File: src/rtl/tx_pkg.sv
// -----------------------------------------------------------------------------
// tx_pkg
// Shared definitions for the parametrised serial transmitter (tx_frame).
//   tx_state_t : FSM state encoding (IDLE, START, DATA, PARITY, STOP), kept as
//                plain 3-bit constants so existing tools and dumps decode them
//                the same way as the fixed 8-bit transmitter.
//   TX_MARK    : idle / stop-bit line level (1).
//   TX_SPACE   : start-bit line level (0).
// -----------------------------------------------------------------------------
package tx_pkg;

  typedef logic [2:0] tx_state_t;

  localparam tx_state_t IDLE   = 3'd0;
  localparam tx_state_t START  = 3'd1;
  localparam tx_state_t DATA   = 3'd2;
  localparam tx_state_t PARITY = 3'd3;
  localparam tx_state_t STOP   = 3'd4;

  localparam logic TX_MARK  = 1'b1;
  localparam logic TX_SPACE = 1'b0;

endpackage

File: src/rtl/tx_frame_if.sv
// -----------------------------------------------------------------------------
// tx_frame_if
// Bundles the request/serial-line signals between the transmit-side
// controller (master) and the tx_frame transmitter (slave).
//   tx_start : start request (master -> slave)
//   tx_pi    : parallel data word, DATA_WIDTH bits (master -> slave)
//   tx_so    : serial line, idles high (slave -> master / link)
//   tx_busy  : frame in progress (slave -> master)
//   tx_done  : one-cycle end-of-frame pulse (slave -> master)
// -----------------------------------------------------------------------------
interface tx_frame_if #(
  parameter int DATA_WIDTH = 8
);

  logic                  tx_start;
  logic [DATA_WIDTH-1:0] tx_pi;
  logic                  tx_so;
  logic                  tx_busy;
  logic                  tx_done;

  modport master (
    output tx_start,
    output tx_pi,
    input  tx_so,
    input  tx_busy,
    input  tx_done
  );

  modport slave (
    input  tx_start,
    input  tx_pi,
    output tx_so,
    output tx_busy,
    output tx_done
  );

endinterface

File: src/rtl/tx_baud_cnt.sv
// -----------------------------------------------------------------------------
// tx_baud_cnt
// Bit-period timer for tx_frame. Counts 0..CLKS_PER_BIT-1 and flags the
// terminal count, which ends the current bit.
//   clk     : system clock, rising edge
//   rst_n   : asynchronous active-low reset
//   clear   : hold the count at zero (used while the transmitter is idle)
//   bit_end : high in the last clock of each bit period
// -----------------------------------------------------------------------------
module tx_baud_cnt #(
  parameter int CLKS_PER_BIT = 16
) (
  input  logic clk,
  input  logic rst_n,
  input  logic clear,
  output logic bit_end
);

  // A one-clock bit period still needs a 1-bit register to exist.
  localparam int             CNT_W = (CLKS_PER_BIT > 1) ? $clog2(CLKS_PER_BIT) : 1;
  localparam logic [CNT_W-1:0] TERM  = CNT_W'(CLKS_PER_BIT - 1);

  logic [CNT_W-1:0] cnt;

  always_ff @(posedge clk or negedge rst_n) begin
    if (!rst_n) begin
      cnt <= '0;
    end else if (clear || (cnt == TERM)) begin
      cnt <= '0;
    end else begin
      cnt <= cnt + 1'b1;
    end
  end

  // With CLKS_PER_BIT=1 the terminal count is 0, so every active clock ends a bit.
  assign bit_end = !clear && (cnt == TERM);

endmodule

File: src/rtl/tx_frame.sv
// -----------------------------------------------------------------------------
// tx_frame
// Parametrised asynchronous serial transmitter. On an accepted start request
// it sends: start bit (0), DATA_WIDTH data bits (MSB or LSB first), an
// optional parity bit, then STOP_BITS stop bits (1). Each bit lasts
// CLKS_PER_BIT clocks. All outputs are registered.
//
// Ports:
//   clk   : system clock, rising edge
//   rst_n : asynchronous active-low reset; abandons any frame in flight
//   bus   : tx_frame_if.slave
//             tx_start (in)  start request, sampled only while idle
//             tx_pi    (in)  data word, captured when tx_start is accepted
//             tx_so    (out) serial line, idles at mark (1)
//             tx_busy  (out) high for the whole frame
//             tx_done  (out) one-cycle pulse after the last stop-bit cycle
//
// Parameters: DATA_WIDTH (5..16), CLKS_PER_BIT (>=1), STOP_BITS (1 or 2),
//             MSB_FIRST (1 = MSB first), PARITY_ODD (1 = odd parity).
//
// Build option: define TX_PARITY_EN to add the parity bit after the data
// bits. Without it there is no parity logic and PARITY_ODD has no effect.
// -----------------------------------------------------------------------------
module tx_frame
  import tx_pkg::*;
#(
  parameter int DATA_WIDTH   = 8,
  parameter int CLKS_PER_BIT = 16,
  parameter int STOP_BITS    = 1,
  parameter int MSB_FIRST    = 1,
  parameter int PARITY_ODD   = 0
) (
  input  logic        clk,
  input  logic        rst_n,
  tx_frame_if.slave   bus
);

  localparam int               BIT_W     = $clog2(DATA_WIDTH + 1);
  localparam logic [BIT_W-1:0] LAST_DATA = BIT_W'(DATA_WIDTH - 1);
  localparam logic [BIT_W-1:0] LAST_STOP = BIT_W'(STOP_BITS - 1);

  tx_state_t             state;
  logic [DATA_WIDTH-1:0] shreg;
  logic [DATA_WIDTH-1:0] shreg_nxt;
  logic [BIT_W-1:0]      bit_cnt;
  logic                  bit_end;
  logic                  baud_clr;
  logic                  so_q;
  logic                  busy_q;
  logic                  done_q;
`ifdef TX_PARITY_EN
  logic                  par_bit;
`endif

  // Bit that goes on the line next for a given shift-register content.
  function automatic logic head_bit(input logic [DATA_WIDTH-1:0] v);
    return (MSB_FIRST != 0) ? v[DATA_WIDTH-1] : v[0];
  endfunction

  // Timer is held at zero while idle so the start bit always gets a full period.
  assign baud_clr = (state == IDLE);

  tx_baud_cnt #(
    .CLKS_PER_BIT (CLKS_PER_BIT)
  ) u_baud (
    .clk     (clk),
    .rst_n   (rst_n),
    .clear   (baud_clr),
    .bit_end (bit_end)
  );

  assign shreg_nxt = (MSB_FIRST != 0) ? {shreg[DATA_WIDTH-2:0], 1'b0}
                                      : {1'b0, shreg[DATA_WIDTH-1:1]};

  // tx_so is loaded with the level of the bit about to start, so the line
  // changes on the same edge as the state and never passes through logic.
  always_ff @(posedge clk or negedge rst_n) begin
    if (!rst_n) begin
      state   <= IDLE;
      shreg   <= '0;
      bit_cnt <= '0;
      so_q    <= TX_MARK;
      busy_q  <= 1'b0;
      done_q  <= 1'b0;
`ifdef TX_PARITY_EN
      par_bit <= 1'b0;
`endif
    end else begin
      done_q <= 1'b0;
      case (state)
        IDLE: begin
          if (bus.tx_start) begin
            shreg   <= bus.tx_pi;
            bit_cnt <= '0;
            state   <= START;
            so_q    <= TX_SPACE;
            busy_q  <= 1'b1;
`ifdef TX_PARITY_EN
            // Parity of the captured word, fixed for the whole frame.
            par_bit <= (^bus.tx_pi) ^ (PARITY_ODD != 0);
`endif
          end
        end

        START: begin
          if (bit_end) begin
            state <= DATA;
            so_q  <= head_bit(shreg);
          end
        end

        DATA: begin
          if (bit_end) begin
            shreg <= shreg_nxt;
            if (bit_cnt == LAST_DATA) begin
              bit_cnt <= '0;
`ifdef TX_PARITY_EN
              state   <= PARITY;
              so_q    <= par_bit;
`else
              state   <= STOP;
              so_q    <= TX_MARK;
`endif
            end else begin
              bit_cnt <= bit_cnt + 1'b1;
              so_q    <= head_bit(shreg_nxt);
            end
          end
        end

`ifdef TX_PARITY_EN
        PARITY: begin
          if (bit_end) begin
            state <= STOP;
            so_q  <= TX_MARK;
          end
        end
`endif

        // bit_cnt is reused to count stop bits.
        STOP: begin
          if (bit_end) begin
            if (bit_cnt == LAST_STOP) begin
              bit_cnt <= '0;
              state   <= IDLE;
              busy_q  <= 1'b0;
              done_q  <= 1'b1;
            end else begin
              bit_cnt <= bit_cnt + 1'b1;
            end
          end
        end

        default: begin
          state   <= IDLE;
          bit_cnt <= '0;
          so_q    <= TX_MARK;
          busy_q  <= 1'b0;
        end
      endcase
    end
  end

  assign bus.tx_so   = so_q;
  assign bus.tx_busy = busy_q;
  assign bus.tx_done = done_q;

endmodule

File: src/flat_wrapper.sv
// flat-port wrapper written by rule: the top's interface ports become plain ports
module tx_frame_flat import tx_pkg::*;
#(
  parameter int DATA_WIDTH   = 8,
  parameter int CLKS_PER_BIT = 16,
  parameter int STOP_BITS    = 1,
  parameter int MSB_FIRST    = 1,
  parameter int PARITY_ODD   = 0
)
  (clk, rst_n, bus_tx_start, bus_tx_pi, bus_tx_so, bus_tx_busy, bus_tx_done);
  tx_frame_if #(.DATA_WIDTH(DATA_WIDTH)) bus_i ();
  input  logic clk;
  input  logic rst_n;
  input wire logic [$bits(bus_i.tx_start)-1:0] bus_tx_start;
  input wire logic [$bits(bus_i.tx_pi)-1:0] bus_tx_pi;
  output wire logic [$bits(bus_i.tx_so)-1:0] bus_tx_so;
  output wire logic [$bits(bus_i.tx_busy)-1:0] bus_tx_busy;
  output wire logic [$bits(bus_i.tx_done)-1:0] bus_tx_done;
  assign bus_i.tx_start = bus_tx_start;
  assign bus_i.tx_pi = bus_tx_pi;
  assign bus_tx_so = bus_i.tx_so;
  assign bus_tx_busy = bus_i.tx_busy;
  assign bus_tx_done = bus_i.tx_done;
  tx_frame #(.DATA_WIDTH(DATA_WIDTH), .CLKS_PER_BIT(CLKS_PER_BIT), .STOP_BITS(STOP_BITS), .MSB_FIRST(MSB_FIRST), .PARITY_ODD(PARITY_ODD)) u_core (.clk(clk), .rst_n(rst_n), .bus(bus_i));
endmodule
File: config.mk
export PLATFORM = sky130hd
export DESIGN_NAME = tx_frame_flat
export DESIGN_NICKNAME = d
export VERILOG_FILES = /design/src/rtl/tx_pkg.sv /design/src/rtl/tx_frame_if.sv /design/src/rtl/tx_baud_cnt.sv /design/src/rtl/tx_frame.sv /design/src/flat_wrapper.sv
export SDC_FILE = /design/constraint.sdc
export NUM_CORES = 1
export LEC_CHECK = 0
export ABC_CLOCK_PERIOD_IN_PS = 2100
export CORE_MARGIN = 2
export CORE_UTILIZATION = 41
export CTS_CLUSTER_DIAMETER = 120
export DETAILED_ROUTE_END_ITERATION = 12
export DONT_BUFFER_PORTS = 1
export GPL_ROUTABILITY_DRIVEN = 0
export GPL_TIMING_DRIVEN = 0
export HOLD_SLACK_MARGIN = 0.08
export PLACE_DENSITY_LB_ADDON = 0.12
export SYNTH_ARGS = -nofsm -noshare
export SYNTH_HDL_FRONTEND = slang
export SYNTH_SLANG_ARGS = --single-unit
File: constraint.sdc
create_clock -name clk -period 2.1 [get_ports clk]
set_input_delay 0.42 -clock clk [delete_from_list [all_inputs] [get_ports clk]]
set_output_delay 0.42 -clock clk [all_outputs]
set_load 0.01 [all_outputs]
After elaboration in Yosys (flattened, before gate mapping)
Cells that the tools add are included.
- word-level logic and storage cells: 64
- latch bits: 0
- bits in read-only memories: 0
- memories: 0
- register bits after elaboration: 22
- bits of input ports: 11
- RAM bits: 0
- output and inout bits: 3
- equal/unequal tests: 11
- muxes and demuxes: 29
- bitwise operators: 3
- add/sub/neg operators: 2
- shift-type cells: 0
- $mul: 0
- reductions and logical operators: 12
- div/mod/pow operators: 0
- magnitude comparators: 0
- operators with widths (cell ; count):
    2-to-1 mux 4 bit ; 6
    2-to-1 mux 3 bit ; 6
    2-to-1 mux 8 bit ; 2
    one-hot mux 4 bit (4 select lines) ; 1
    one-hot mux 8 bit (2 select lines) ; 1
    one-hot mux 3 bit (4 select lines) ; 1
    AND reduction 4 bit ; 3
    2-to-1 mux 1 bit ; 10
    != test 2 x 1 -> 1 bit, second input constant ; 5
    adder 4 x 1 -> 4 bit, second input constant ; 2
    AND reduction 6 bit ; 1
    == test 4 x 3 -> 1 bit, second input constant ; 1
    == test 4 bit, second input constant ; 1
    zero test 4 bit ; 1
    one-hot mux 1 bit (4 select lines) ; 1
    == test 3 x 1 -> 1 bit, second input constant ; 1
    == test 3 x 2 -> 1 bit, second input constant ; 1
    == test 3 bit, second input constant ; 1
    zero test 3 bit ; 1
    inverter 1 bit ; 3
    one-hot mux 1 bit (3 select lines) ; 1
    AND reduction 3 bit ; 1
    != test 2 bit, second input constant ; 1
    nonzero test 2 bit ; 1
    4 further kinds ; 4

Longest topological paths before layout
Gate-level depths: netlist of run 1.
- depth after elaboration: 5
- mapped depth: 7

Modules after synthesis
From an unflattened synthesis of run 1, not the netlist that was laid out.
- cells, all modules: 126
- area, all modules: 1226.2 um^2
- by module, submodules not included (module ; area each (um^2) ; seq. area each (um^2) ; cells an instance ; instances):
    tx_frame ; 1051.0 ; 451.7 ; 111 ; 1
    tx_baud_cnt ; 175.2 ; 100.1 ; 15 ; 1

Worst setup path after synthesis of run 1
OpenSTA, ideal clock, no wires.
- kind: reg2reg
- from: reg u_core.bit_cnt[0]
- to: reg u_core.bit_cnt[2]
- data required time: 1.976 ns
- path buffers: 0
- slack: 0.510 ns
- data arrival time: 1.466 ns
- library setup time: 0.124 ns
- stages on the path, launching flop included: 7
- cell sequence: dfrtp_1 > inv_1 > ha_1 > or3b_4 > a31oi_4 > nor3b_1 > a211o_1
- word-level cells in the longest chain between the ends: 4
- ends and longest elaborated chain (what ; RTL line ; source):
    from (decl) ; tx_frame.sv:45 ; logic [BIT_W-1:0] bit_cnt;
    from (signal assigned) ; tx_frame.sv:125 ; bit_cnt <= bit_cnt + 1'b1;
    from (signal assigned) ; tx_frame.sv:149 ; bit_cnt <= bit_cnt + 1'b1;
    adder 4 x 1 -> 4 bit (tied with other cells) ; tx_frame.sv:125, tx_frame.sv:149 ;
    2-to-1 mux 4 bit (on tied branches) ; tx_frame.sv:143, tx_frame.sv:115 ;
    2-to-1 mux 4 bit (on tied branches) ; tx_frame.sv:142, tx_frame.sv:113 ;
    one-hot mux 4 bit (4 select lines) (*) ; tx_frame.sv:90 ; case (state)
Mark *: on every way between the ends. The rest lies on a longest branch, timed or not. The select of a mux whose other input is x is not followed.
A chain may end at the register's enable or synchronous reset.

Worst setup path after layout of run 1
Ends and elaborated chain as after synthesis.

==> metrics.txt, run 1 <==
reg-to-reg slack, setup=430 ps; deepest clock path buffer count=2; Tmin final=1670 ps; first-pass GRT wire length=4480 microns; setup TNS=0 ps; Cell Area, Placed=1410 sq um; I/O pins=14; crit share post-route=79.5%; Finish-stage setup viols=0; critical path, cell by cell=inv_1 > ha_1 > or3b_4 > a31oi_4 > nor3b_1 > a211o_1; Post-Syn Nets=145; DP Wirelength=1940 microns; CTS tree=done; Hold Path Class=input port to flop; share of layout cells above drive strength 1=19.1%; status=completed; CP Buf/Inv Count=1; Syn Inst Count=131; crit start category=flop; Seq/Total Area, Yosys=40.9%; Fin. Hold Viols=0; H-tree depth=1; routed via count=977; cts-stage hold buffer count=1; drt via density=5.43; CP Class=flop to flop; CTS resizes=0; DIE WIDTH=61.4 microns; # Post-CTS Setup Buffers=0; max-slew violation total from the final report=0; drt total wl=2650 microns; # diodes=0; starting density of the core=43.5%; Reg power frac=39.4%; f_max=599 MHz; antenna violations before repair=0; library cells used by synthesis=49; Worst EP arrival=1890 ps; Critical path origin=u_core.bit_cnt[0]; Die Y=61.4 microns; Power Internal=1080 uW; Post-route DRC=0; Worst path max stage delay=440 ps; GRT overflow=0; crit path capture type=flop; vias in the first global route=959; flops & latches, synth=22; Initial DRC Count=33; wire length per cell=14.7 microns; final core occ=47.3%; Core Region=3100 sq um; root buffer cell=clkbuf_4; smallest hold slack=256 ps; All-Layer GR Usage=16.2%; Slowest-stage cell, CP=dfrtp_1; CP Data Required Time=2330 ps; Syn Area/Cell=10.3 sq um; DIE AREA=3770 sq um; RSZ-0062 raised after global routing=no; Worst Setup EP=u_core.bit_cnt[2]; clock power share=19.4%; clock latency at the later pin of the worst-skew pair=320 ps; Clock Sinks=22; Non-Filler Instances=180; worst r2r path cells=6; I/O Buffers=0; synthesis-to-layout area growth=8.71%; Net Sw Frac=37.0%; RR Startpoint=u_core.bit_cnt[0]; clk_skew=9.48 ps; Slew headroom=30.7%; Mapped Area=1350 sq um; power share of the combinational group=41.1%; crit-path max FO=5; delay-heaviest family, CP=simple AND/OR/NAND/NOR gates; Worst Max-Slew Pin Slew=1040 ps; max-cap viol count=0; maximum vdd drop=0.653 mV; largest net degree at the start of global routing=23; # rows=20; worst r2r dst=u_core.bit_cnt[2]; Num CTS Buffers=3; design area=1470 sq um; DP Cell Count=175; Clock transition at path regs=140 ps; Lkg Pwr=0.000610 uW; Critical Path Stages=6; DRT antenna net count=0; fin nets=151; Net Sw Power=636 uW; yosys warns=0; Pwr per Cell Area=1170 nW/um^2; DR pass1 iterations=4
-- metrics by stage --
| step | setup WS (ps) | power (uW) |
|---|---|---|
| after CTS | 411 | 1730 |
| after floorplan | 510 | 1250 |
| after global placement | 453 | 1370 |
| after global routing | 311 | 1850 |
| after detailed placement | 428 | 1390 |
| final | 431 | 1720 |
-- registers in the layout, indices dropped and copies added, names as in the netlist --
name and count:
u_core.shreg 8, u_core.bus.tx_so 1, u_core.bus.tx_busy 1, u_core.state 3
u_core.u_baud.cnt 4, u_core.bus.tx_done 1, u_core.bit_cnt 4
-- logic make-up (layout without fill, tap and decap cells) --
family / after synthesis / in the layout / synth area share (%)
mux: 9 / 9 / 6.86
simple gates: 44 / 44 / 21.0
xor+xnor: 3 / 3 / 1.95
fa+ha+maj: 3 / 3 / 2.78
compound gates: 33 / 33 / 17.4
flops: 22 / 22 / 40.9
buf+inv: 17 / 22 / 9.08
-- synth_stat cells, drive strengths merged --
cell type | n | area [sq um]
clkbuf | 1 | 13.8
a211oi | 1 | 20.0
ha | 3 | 37.5
or4 | 1 | 7.51
nor2 | 14 | 52.6
and2b | 1 | 8.76
nand3 | 4 | 25.0
inv | 6 | 22.5
a2bb2oi | 1 | 8.76
nand2b | 4 | 32.5
xor2 | 2 | 17.5
nor3 | 2 | 10.0
nand4 | 4 | 31.3
a21o | 1 | 7.51
and3b | 1 | 10.0
nor4b | 2 | 17.5
dfstp | 1 | 26.3
a31oi | 3 | 33.8
and3 | 1 | 6.26
a21oi | 15 | 75.1
and4b | 1 | 10.0
dfrtp | 21 | 526
or3b | 2 | 20.0
nand2 | 1 | 3.75
nand3b | 2 | 15.0
o21ai | 4 | 20.0
a22o | 1 | 8.76
o21bai | 1 | 7.51
nor2b | 1 | 6.26
o41ai | 1 | 8.76
nor3b | 3 | 27.5
a32o | 2 | 20.0
o31ai | 1 | 7.51
mux2 | 2 | 22.5
xnor2 | 1 | 8.76
buf | 10 | 86.3
mux2i | 7 | 70.1
a211o | 2 | 17.5
-- placed cells by master, fill, tap and decap left out, types with 2 or more instances in the layout --
master,n
dfrtp_1,21
a21oi_1,15
nor2_1,14
mux2i_1,7
inv_1,6
buf_6,3
buf_2,3
buf_4,3
nand2b_1,3
nand3_1,3
nand4_1,3
o21ai_0,3
ha_1,3
clkbuf_4,3
nor3_1,2
nor4b_1,2
xor2_1,2
nor3b_1,2
a211o_1,2
nand3b_1,2
a31oi_1,2
a32o_1,2
-- cell type report --
| cell class | instances | area (sq um) |
|---|---|---|
| multi-input cells | 92 | 676 |
| fillers | 321 | 1640 |
| clock buffers | 3 | 22.5 |
| flip-flops and latches | 22 | 552 |
| repair buffers | 1 | 10.0 |
| clock inverters | 1 | 30.0 |
| inverters | 6 | 22.5 |
| plain buffers | 11 | 100 |
| well taps | 44 | 55.1 |
-- how the worst min path moves through the flow --
stage                       startpoint              endpoint  slack (ps)  cells after the start
after floorplan                  rst_n     u_core.bit_cnt[0]         120                      0
after global placement           rst_n       u_core.shreg[0]         120                      0
after detailed placement         rst_n  u_core.u_baud.cnt[0]         120                      0
after CTS                 bus_tx_pi[0]       u_core.shreg[0]         260                      2
after global routing      bus_tx_pi[0]       u_core.shreg[0]         280                      2
final                     bus_tx_pi[0]       u_core.shreg[0]         260                      2
-- per-layer routing --
metal  up-vias  global-route usage, %  part of all wire (%)  routed length [microns]
met4         0                   3.65                   1.1                       30
li1        478                      -                     -                        -
met3         4                   4.62                   6.1                      163
met1       469                   21.8                    45                     1190
met5         -                      0                     0                        0
met2        26                   26.0                    48                     1260
-- power groups by stage --
stage / sequential [uW] / clock [uW] / combinational [uW]
floorplan: 660 / 0 / 588
global placement: 681 / 0 / 687
detailed placement: 690 / 0 / 699
CTS: 680 / 340 / 712
global route: 695 / 354 / 804
finish: 678 / 334 / 707
No activity file was read; power rests on OpenSTA's default activity.
==> run 2, diff against run 1 <==
--- a/config.mk
+++ b/config.mk
@@ -5,7 +5,7 @@
 export SDC_FILE = /design/constraint.sdc
 export NUM_CORES = 1
 export LEC_CHECK = 0
-export ABC_CLOCK_PERIOD_IN_PS = 2100
+export ABC_CLOCK_PERIOD_IN_PS = 1380
 export CORE_MARGIN = 2
 export CORE_UTILIZATION = 41
 export CTS_CLUSTER_DIAMETER = 120
==> constraint.sdc (replaced) <==
create_clock -name clk -period 1.38 [get_ports clk]
set_input_delay 0.276 -clock clk [delete_from_list [all_inputs] [get_ports clk]]
set_output_delay 0.276 -clock clk [all_outputs]
set_load 0.01 [all_outputs]
==> run 2 against run 1 <==
  * The run now ends with setup timing left
  * Via count grew 9.8%
  * Wire length increased by 17%
  * Final cell count rose by 10%
  * Sequential share of layout area shrank 6.6 points
  * Flip-flop and latch count unchanged
  * Critical path depth unchanged
  * Power is 80% higher
  * Critical path type unchanged
  * Largest cell class unchanged
==> metrics.txt, run 2 (same netlist as run 1, synthesis figures left out) <==
status=finished with violations; failing checks=setup timing; largest net degree at the start of global routing=23 (unchanged); CTS tree=done; Biggest register=u_core.shreg; max-cap viol count=0 (unchanged); f_max=613 MHz (+2.4%); worst r2r path cells=6 (unchanged); Net Sw Power=1170 uW (+85%); DIE AREA=3770 sq um (unchanged); drt total wl=3090 microns (+17%); CP Class=flop to flop; Fin. Hold Viols=0 (unchanged); maximum vdd drop=0.733 mV (+12%); Clock Sinks=22 (unchanged); crit share post-route=118% (+39 points); CP Data Required Time=1610 ps (-720 ps); H-tree depth=1 (unchanged); fillers=297 (-7.5%); deepest clock path buffer count=2 (unchanged); clock latency at the later pin of the worst-skew pair=320 ps (about the same); Clock transition at path regs=130 ps (about the same); Num CTS Buffers=3 (unchanged); Final WS setup=-250 ps (-682 ps); clock power share=16.4% (-3.0 points); synthesis-to-layout area growth=31.9%; Lkg Pwr=0.000723 uW (+18%); Hold Path Depth=2 (unchanged); crit start category=flop; clk_skew=4.93 ps (-4.55 ps); drt via density=5.42 (-0.16%); Die Y=61.4 microns (unchanged); wire length per cell=15.6 microns (+6.0%); DR pass1 iterations=4 (unchanged); All-Layer GR Usage=19.0% (+2.9 points); routed via count=1073 (+9.8%); Finish-stage setup viols=16 (+16); antenna violations before repair=0 (unchanged); crit-path max FO=3 (-2); largest registers=u_core.shreg x8, u_core.bit_cnt x4, u_core.u_baud.cnt x4; share of layout cells above drive strength 1=46.1% (+27 points); Power Internal=1910 uW (+77%); Worst EP arrival=1860 ps (-30 ps); Net Sw Frac=38.0% (+1.0 points); multi-input logic area=825 sq um (+22%); GRT overflow=0 (unchanged); DP Wirelength=1930 microns (-0.27%); final core occ=57.4% (+10 points); max-slew violation total from the final report=0 (unchanged); Pwr per Cell Area=1730 nW/um^2 (+48%); root buffer cell=clkbuf_4; starting density of the core=43.5% (unchanged); DIE WIDTH=61.4 microns (unchanged); fin nets=169 (+12%); number of flip-flops in the largest register=8 (unchanged); Reg area=552 sq um (unchanged); RSZ-0062 raised after global routing=yes; Core Region=3100 sq um (unchanged); Hold Path Class=input port to flop; vias in the first global route=1082 (+13%); Slew headroom=32.5% (+1.8 points); Non-Filler Instances=198 (+10%); most frequent cells in the layout=dfrtp_1 (21), buf_4 (14), buf_6 (10); Post-route DRC=0 (unchanged); I/O pins=14 (unchanged); most common library cell in the layout ignoring fill and taps=dfrtp_1; setup TNS=-1770 ps (-1770 ps); # diodes=0 (unchanged); crit path capture type=flop; Initial DRC Count=34 (+3.0%); DRT antenna net count=0 (unchanged); post-place setup slack=-286 ps (-714 ps); Worst Max-Slew Pin Slew=1010 ps (-27.6 ps); DP Cell Count=175 (unchanged); Reg power frac=34.4% (-5.0 points); Tmin final=1630 ps (-38.4 ps); I/O Buffers=0 (unchanged); first-pass GRT wire length=5230 microns (+17%); # rows=20 (unchanged); power share of the combinational group=49.2% (+8.1 points)
## run 2: cell types whose count changed in the layout (fill, tap and decap cells not counted), moves of 5 or more
cell and delta:
nor2_1 -7, buf_6 +7, buf_4 +11, a21oi_2 +9, nor2_2 +5, a21oi_1 -9
## run 2: power groups by stage
stage / combinational, uW / sequential, uW / clock [uW]
2_1_floorplan: 961 / 1010 / 0
3_3_place_gp: 1110 / 1040 / 0
3_5_place_dp: 1130 / 1050 / 0
4_1_cts: 1310 / 1030 / 522
5_1_grt: 1680 / 1090 / 545
6_report: 1520 / 1060 / 506
## run 2: final cells by class
cell class | instances | share of cell area [%]
plain buffers | 11 | 5.97
clock inverters | 1 | 1.69
inverters | 6 | 1.26
flip-flops and latches | 22 | 31.0
multi-input cells | 92 | 46.3
repair buffers | 19 | 9.42
clock buffers | 3 | 1.26
well taps | 44 | 3.09
## run 2: layer usage
metal	track usage, %	up-vias	share of wire [%]
met5	0	-	0
met4	7.60	0	1.3
met3	2.52	5	2.7
met2	33.1	16	52
met1	23.8	539	44
li1	-	513	-
## run 2: timing repair
action                                  4_1_cts  5_1_grt
hold buffers                                  1        0
cloned                                        1        0
setup buffers                                12        5
resized for setup                            13       21
endpoints found under the setup margin       16       20
pin swaps                                     9        6
endpoints found under the hold margin        22        0
## run 2: metrics by stage
step / total power [uW] / instance area, sq um / hold slack, ps
finish: 3090 / 1780 / 96.3
global route: 3320 / 1780 / 118
CTS: 2860 / 1670 / 90.2
detailed placement: 2180 / 1440 / -18.8
global placement: 2140 / 1440 / -18.6
floorplan: 1970 / 1390 / -19.6
## run 2: worst max-delay path, cell delays in order (launching register included)
cell     delay (ps)
dfrtp_1         410
inv_1            60
ha_1            140
or3b_4          410
a31oi_4         180
nor3b_1          80
a211o_1         260
## run 2: worst paths after layout
kind | from | end | slack, ps
worst min register to register | u_core.shreg[0] | u_core.shreg[0] | 540
worst max register to register | u_core.bit_cnt[0] | u_core.bit_cnt[2] | -250
worst min-delay path | bus_tx_pi[0] | u_core.shreg[0] | 100
worst max-delay path | u_core.bit_cnt[0] | u_core.bit_cnt[2] | -250
min in group asynchronous | rst_n | u_core.state[2] | 560
max in group asynchronous | rst_n | u_core.shreg[1] | 220
